==> config.mk <==
export PLATFORM = sky130hd
export DESIGN_NAME = seqdet_rr_sched
export DESIGN_NICKNAME = d
export VERILOG_FILES = /design/src/rtl/seqdet_rr_sched.sv
export SDC_FILE = /design/constraint.sdc
export NUM_CORES = 1
export LEC_CHECK = 0
export ABC_AREA = 0
export CAP_MARGIN = 10
export CORE_AREA = 2 2 47 49
export CTS_BUF_LIST = sky130_fd_sc_hd__clkbuf_4 sky130_fd_sc_hd__clkbuf_8
export CTS_CLUSTER_DIAMETER = 200
export CTS_CLUSTER_SIZE = 10
export DETAILED_ROUTE_END_ITERATION = 8
export DIE_AREA = 0 0 49 51
export GPL_TIMING_DRIVEN = 0
export PLACE_DENSITY = 0.86
export SLEW_MARGIN = 5
export SYNTH_ARGS = -nofsm -noshare
export SYNTH_HDL_FRONTEND = slang
export SYNTH_SLANG_ARGS = --single-unit
export TNS_END_PERCENT = 50
==> constraint.sdc <==
create_clock -name Clock -period 6.2 [get_ports Clock]
set_input_delay 0.93 -clock Clock [delete_from_list [all_inputs] [get_ports Clock]]
set_output_delay 0.93 -clock Clock [all_outputs]
set_load 0.01 [all_outputs]
==> src/rtl/seqdet_rr_sched.sv <==
// seqdet_rr_sched: round-robin time-shared two-consecutive-ones Mealy detector over NCH bit channels
// Ports: Clock (rising edge), Resetn (sync, active-low)
//   Req/Bit/Clear [NCH]: per-channel pending flag, bit value, force-to-A
//   Gnt [NCH]: combinational one-hot grant, a bit is consumed when Req&Gnt
//   zValid/z/zCh: registered result of the grant consumed last cycle
//   CntSel/CntVal: per-channel saturating match counter readback, present only with SEQDET_MATCH_CNT_EN
module seqdet_rr_sched #(
  parameter int NCH = 4,
  parameter int IDW = 2
`ifdef SEQDET_MATCH_CNT_EN
  , parameter int CNTW = 8
`endif
) (
  input  logic             Clock,
  input  logic             Resetn,
  input  logic [NCH-1:0]   Req,
  input  logic [NCH-1:0]   Bit,
  input  logic [NCH-1:0]   Clear,
  output logic [NCH-1:0]   Gnt,
  output logic             zValid,
  output logic             z,
  output logic [IDW-1:0]   zCh
`ifdef SEQDET_MATCH_CNT_EN
  , input  logic [IDW-1:0] CntSel,
  output logic [CNTW-1:0]  CntVal
`endif
);
  logic [NCH-1:0] y, y_nxt, elig;
  logic [IDW-1:0] ptr, g, idx;
  logic           hit, match;
  // clear masks a channel and reset holds every grant off
  assign elig = Req & ~Clear & {NCH{Resetn}};
  always_comb begin
    Gnt = '0;
    g = '0;
    idx = '0;
    hit = 1'b0;
    for (int k = 0; k < NCH; k++) begin
      idx = IDW'((int'(ptr) + k >= NCH) ? int'(ptr) + k - NCH : int'(ptr) + k);
      if (!hit && elig[idx]) begin
        Gnt[idx] = 1'b1;
        g = idx;
        hit = 1'b1;
      end
    end
  end
  assign match = hit & y[g] & Bit[g];
  always_comb begin
    y_nxt = y & ~Clear;
    if (hit) y_nxt[g] = Bit[g];
  end
  always_ff @(posedge Clock) begin
    if (!Resetn) begin
      y <= '0;
      ptr <= '0;
      zValid <= 1'b0;
      z <= 1'b0;
      zCh <= '0;
    end else begin
      y <= y_nxt;
      zValid <= hit;
      z <= match;
      if (hit) begin
        zCh <= g;
        ptr <= (g == IDW'(NCH - 1)) ? '0 : g + 1'b1;
      end
    end
  end
`ifdef SEQDET_MATCH_CNT_EN
  logic [CNTW-1:0] cnt [NCH];
  always_ff @(posedge Clock) begin
    for (int i = 0; i < NCH; i++)
      if (!Resetn || Clear[i]) cnt[i] <= '0;
      else if (match && g == IDW'(i) && cnt[i] != '1) cnt[i] <= cnt[i] + 1'b1;
  end
  assign CntVal = (int'(CntSel) < NCH) ? cnt[CntSel] : '0;
`endif
endmodule

After elaboration in Yosys (flattened, before gate mapping)

Cells that the tools add are included.

Bits of input ports: 14
Register bits after elaboration: 10

Multiplexer cells: 41
Reduce and logical (&&, ||, !) cells: 11
Equality and inequality tests: 1
Add/subtract/negate cells: 8
Magnitude comparators: 14
Bitwise operators: 9

Operator list:

| cell                | number |
|---|---|
| $mux 4              | 5 |
| $mux 2              | 9 |
| $lt 2x3->1 const B  | 5 |
| $mux 1              | 15 |
| $and 4x4->4         | 3 |
| $bmux 1 s2          | 6 |
| $or 4x4->4          | 3 |
| $demux 1 s2         | 5 |
| $ge 2x1->1 const B  | 5 |
| $ge 3x3->1 const B  | 3 |
| $logic_and 1x1->1   | 8 |
| $sub 2x1->2 const B | 4 |
| $add 2x2->3 const B | 2 |
| $bwmux 4            | 1 |
| $not 4->4           | 1 |
| $add 2x1->3 const B | 1 |
| $ge 2x3->1 const B  | 1 |
| $logic_not 1->1     | 3 |
| $add 2x1->2 const B | 1 |
| $and 1x1->1         | 2 |
| $eq 2x2->1 const B  | 1 |

Logic depth before layout (Yosys ltp)

Depth after elaboration: 21
Gate-level depth with buffers: 14

Worst setup path after synthesis

OpenSTA, ideal clock, no wires.

Path kind: in2out
Start point: input Clear[1]
End point: output Gnt[0]
Buffers on the path: 0
Data arrival time: 2.288 ns
Slack: 2.982 ns
Stages: 5
Data required time: 5.270 ns
Path through: or3b_1 > a211o_1 > and2_1 > and3_1 > a221o_1

Longest elaborated chain between the ends: 15
Elaborated cells on any way between the ends: 27

RTL lines:

| item                          | RTL line | RTL |
|---|---|---|
| start: declaration            | 18       | `input logic [NCH-1:0] Clear,` |
| $not 4->4 (*)                 | 32       | `assign elig = Req & ~Clear & {NCH{Resetn}};` |
| $and 4x4->4 (*) (2 in series) | 32       |  |
| $bmux 1 s2                    | 40       | `if (!hit && elig[idx]) begin` |
| $mux 1 (not written as such)  | 40       |  |
| $mux 1                        | 40       |  |
| $logic_not 1->1               | 40       |  |
| $logic_and 1x1->1             | 40       |  |
| $mux 1                        | 40       |  |
| $logic_not 1->1               | 40       |  |
| $logic_and 1x1->1             | 40       |  |
| $mux 1                        | 40       |  |
| $logic_not 1->1               | 40       |  |
| $logic_and 1x1->1             | 40       |  |
| $mux 4 (*)                    | 40       |  |
| end: declaration              | 19       | `output logic [NCH-1:0] Gnt,` |

Mark *: on every way between the ends. The rest lies on a longest branch, timed or not. The select of a mux whose other input is x is not followed.

Worst setup path in the final report

Start point: input Clear[3]
End point: output Gnt[0]

The elaborated chain is that of the path after synthesis.

==> results by stage <==
Pwr:
- The power share of the combinational group is 47.0%.
- The design draws 0.262 mW.
- In this run the power density over the cells is 207 mW/mm^2.
- The net switching component of the power is 0.0985 mW.
- The internal power of the cells totals 0.163 mW.
- The worst-case IR drop observed on VDD is 191 uV.
- In this run, flip-flops and latches consume 29.3% of the power.
- Net switching is 37.6% of the power.
- In this run the static leakage power is 0.492 nW.
- The clock group share of total power is 23.7%.

Synthesis:
- For this run, the number of Yosys warnings is 0.
- The part of the Yosys area used for sequential elements is 20.2%.
- The mean instance size in the synthesized netlist is 8.35 sq um.
- The commonest cells after synthesis are sky130_fd_sc_hd__dfxtp_1, sky130_fd_sc_hd__ha_1, sky130_fd_sc_hd__nand3_1.
- The synthesized design contains 10 register bits.
- When the netlist entered floorplanning its net count stood at 142.
- Counting distinct cell types in the post-synthesis netlist gives 48.
- Among all cell types in the netlist, the one instantiated most often is sky130_fd_sc_hd__dfxtp_1.
- The number of cells produced by synthesis is 119.
- The mapped netlist covers 993 sq um.
- Yosys attributes the largest share of cell area to sky130_fd_sc_hd__dfxtp_1, sky130_fd_sc_hd__ha_1, sky130_fd_sc_hd__nand3_1.
- sky130_fd_sc_hd__dfxtp_1 takes more of the synthesized area than any other cell.
- The top cell type's share of synthesized area is 20.2%.
- The async set or reset register ratio after synthesis is 0%.
- The number of enable-type register cells in the synthesized netlist is 0.
- The predominant post-synthesis flop cell is sky130_fd_sc_hd__dfxtp_1.

Worst setup path:
- The cell with the most instances on the worst path is sky130_fd_sc_hd__clkdlybuf4s50_1.
- Data on the critical path is required at its endpoint by 5270 ps.
- The internal reg-to-reg setup slack is 2770 ps.
- The worst setup path is of the input port to primary output kind.
- Measured in cells, the most critical reg-to-reg path has a length of 12.
- The buffering stage count on the worst path with inverters included is 2.
- The data arrival time of the critical path is 3340 ps.
- The nature of the critical path startpoint is an input port.
- The endpoint identified for the worst register-to-register timing path is z$_SDFF_PN0_.
- Among all stages on the critical path, the largest delay is contributed by sky130_fd_sc_hd__clkdlybuf4s50_1.
- In this run the worst path has a maximum fanout of 5.
- The family of cells with the greatest summed delay on the critical path is buffers and inverters.
- The number of logic stages on the critical path including buffering is 7.
- The critical register-to-register path startpoint is ptr[0]$_SDFFE_PN0N_.
- STA classifies the critical path endpoint as a primary output.
- In this design, the stage delay of the slowest critical-path cell is 540 ps.
- Traced cell by cell, the critical path runs through clkdlybuf4s50_1 > and3b_1 > or3_1 > a32oi_1 > a22o_1 > a221o_1 > clkdlybuf4s50_1.

Cells and area:
- The final instance area is 0.00126 sq mm.
- The share of layout cells above drive strength 1 is 9.09%.
- 0 antenna diodes ended up in the layout.
- The number of cells in the finished layout apart from fillers is 171.
- Cells fill 61.3% of the core in the end.
- Compared with the post-synthesis result, the final layout area differs by 27.3%.
- In the final design database the tool counted 167 nets.

Die:
- The die area is 0.00250 sq mm.
- The floorplan core area is 0.00206 sq mm.
- The count of pins on the block boundary is 22.
- The height of the die is 51 um.
- After floorplanning, the core was divided into 17 placement rows.
- Measured along the x axis, the die boundary spans 49 um.
- The effective utilization at floorplan is 48.2%.

STA:
- The final setup slack of the worst path is 1930 ps.
- The total count of max-transition violations in the final report was 0.
- Setup violations remaining at the end of the flow were counted as 0.
- Setup repair after global routing left no endpoint under its margin.
- The maximum clock frequency is 234 MHz.
- Setup total negative slack on the finished layout was measured at 0 ps.
- Final hold analysis gives a worst-case slack of 463 ps.
- The worst slew margin relative to its limit is 58.0%.
- The hold violation total from the final report is 0.
- The worst clock skew is 11.3 ps.
- The final critical path takes up 68.9% of the cycle.
- The clock period minus final worst setup slack is 4270 ps.
- At the pin with the least slew margin, the transition time is 626 ps.

Place:
- The post-placement cell count is 167.
- Input and output buffers added on the ports amount to 20.
- Detailed placement finished with a half-perimeter wire length of 1910 um.
- The setup slack after placement is 1930 ps.
- The congestion estimate from routability-driven global placement came to 0.869.
- The total cell area at the placement stage is 0.00123 sq mm.

Global route:
- Entering global routing, the biggest net connects 11 pins.
- The wire length of the first global-routing pass is 3870 um.
- The number of global-route vias before repair is 942.
- The number of antenna violations at the first check in global routing is 0.
- Global routing used 19.8% of the available tracks.
- Global routing finished with a remaining overflow of 0.

Hold path:
- The tightest min-delay check is of the register to register type.
- The worst hold path terminates at zCh[0]$_SDFFE_PN0N_.
- The depth of the worst hold-timing path is 2.
- The startpoint identified for the worst hold timing path is zCh[0]$_SDFFE_PN0N_.

CTS:
- The root buffer cell chosen for the clock tree is sky130_fd_sc_hd__clkbuf_4.
- Buffers inserted during clock tree synthesis total 3.
- Hold repair after CTS inserted 0 buffers.
- The maximum buffer depth of the clock tree is 2.
- Once the clock tree was built, the resizer swapped 0 gates to a different size.
- The clock tree from TritonCTS is done.
- The setup fix buffers added after clock tree synthesis is 0.
- Clock-pin slew was measured on the worst setup and hold paths at 60 ps.
- The clock sink count is 10.
- The deepest level of the CTS H-tree is 1.
- The worst-skew pair later-pin latency is 280 ps.

Status:
- The run finished with clean final reports.

Routing:
- The number of detailed-routing iterations run before antenna repair is 4.
- The detailed router's first-iteration violation count is 18.
- Wires add up to 2440 um.
- After detailed routing, the number of remaining DRC violations is 0.
- The number of vias per cell after detailed routing is 6.12.
- The antenna violation net count after detailed routing is 0.
- The detailed router placed 1046 vias in this run.
- The detail-routed net length per standard cell is 14.3 um.

Job:
- The number of maximum-capacitance violations is 0.
## worst max-delay path by stage
stage,slack (ps),from,end
after floorplan,2980,Clear[1],Gnt[0]
after global placement,2000,Req[1],Gnt[1]
after detailed placement,1930,Clear[3],Gnt[0]
after CTS,1930,Clear[3],Gnt[0]
after global routing,1800,Req[1],Gnt[3]
final,1930,Clear[3],Gnt[0]
## layout make-up
cell class,instances,area (sq um)
Fill cell,198,798
Multi-Input combinational cell,96,716
Sequential cell,10,200
Timing Repair Buffer,20,200
Inverter,8,42.5
Clock buffer,4,36.3
Buffer,5,35.0
Tap cell,28,35.0
## worst min-delay path: cells and delay by family, from the launching register on
kind               cells  cell delay, ps
and+or+nand+nor        1              50
AOI/OAI and AO/OA      1              50
DFF                    1             310
## power by group through the flow
stage / registers [mW] / clock network (mW) / logic [mW]
floorplan: 0.0779 / 0 / 0.0814
global placement: 0.0778 / 0 / 0.117
detailed placement: 0.0781 / 0 / 0.121
CTS: 0.0766 / 0.0622 / 0.122
global route: 0.0774 / 0.0645 / 0.134
finish: 0.0767 / 0.0619 / 0.123
## registers in the layout, indices dropped and copies added (netlist names)
signal  cells
ptr         2
zValid      1
z           1
y           4
zCh         2
## cells in the final DEF, fill, tap and decap left out, types with 2 or more instances in the layout
cell type / n
sky130_fd_sc_hd__clkdlybuf4s50_1: 20
sky130_fd_sc_hd__dfxtp_1: 10
sky130_fd_sc_hd__nand3_1: 9
sky130_fd_sc_hd__ha_1: 9
sky130_fd_sc_hd__a21oi_1: 7
sky130_fd_sc_hd__inv_1: 6
sky130_fd_sc_hd__nand2b_1: 5
sky130_fd_sc_hd__nor2b_1: 4
sky130_fd_sc_hd__nor2_1: 4
sky130_fd_sc_hd__or3_1: 4
sky130_fd_sc_hd__a22o_1: 4
sky130_fd_sc_hd__a221o_1: 4
sky130_fd_sc_hd__and3_1: 3
sky130_fd_sc_hd__nand2_1: 3
sky130_fd_sc_hd__o21ai_1: 3
sky130_fd_sc_hd__a211oi_1: 3
sky130_fd_sc_hd__clkbuf_4: 3
sky130_fd_sc_hd__buf_6: 2
sky130_fd_sc_hd__clkbuf_1: 2
sky130_fd_sc_hd__and3b_1: 2
sky130_fd_sc_hd__nor3b_1: 2
sky130_fd_sc_hd__o21ai_0: 2
sky130_fd_sc_hd__nand3b_1: 2
sky130_fd_sc_hd__o211ai_1: 2
sky130_fd_sc_hd__a311oi_1: 2
## layer usage
metal  vias to the layer above  global-route usage, %  part of all wire [%]
met3                         5                   1.75                   5.6
met4                         0                   11.4                   2.0
met1                       491                   20.3                    42
met5                         -                      0                     0
met2                        42                   39.3                    51
li1                        508                      -                     -
## cells by family (layout without fill, tap and decap cells)
family	count (synthesis)	after routing	synth area share, %
buffers and inverters	13	37	7.81
muxes	1	1	1.01
DFF	10	10	20.2
AOI/OAI and AO/OA	40	40	31.7
adders and majority gates	9	9	11.3
and+or+nand+nor	46	46	28.0
Note: power is estimated with default switching activity, not from simulation.
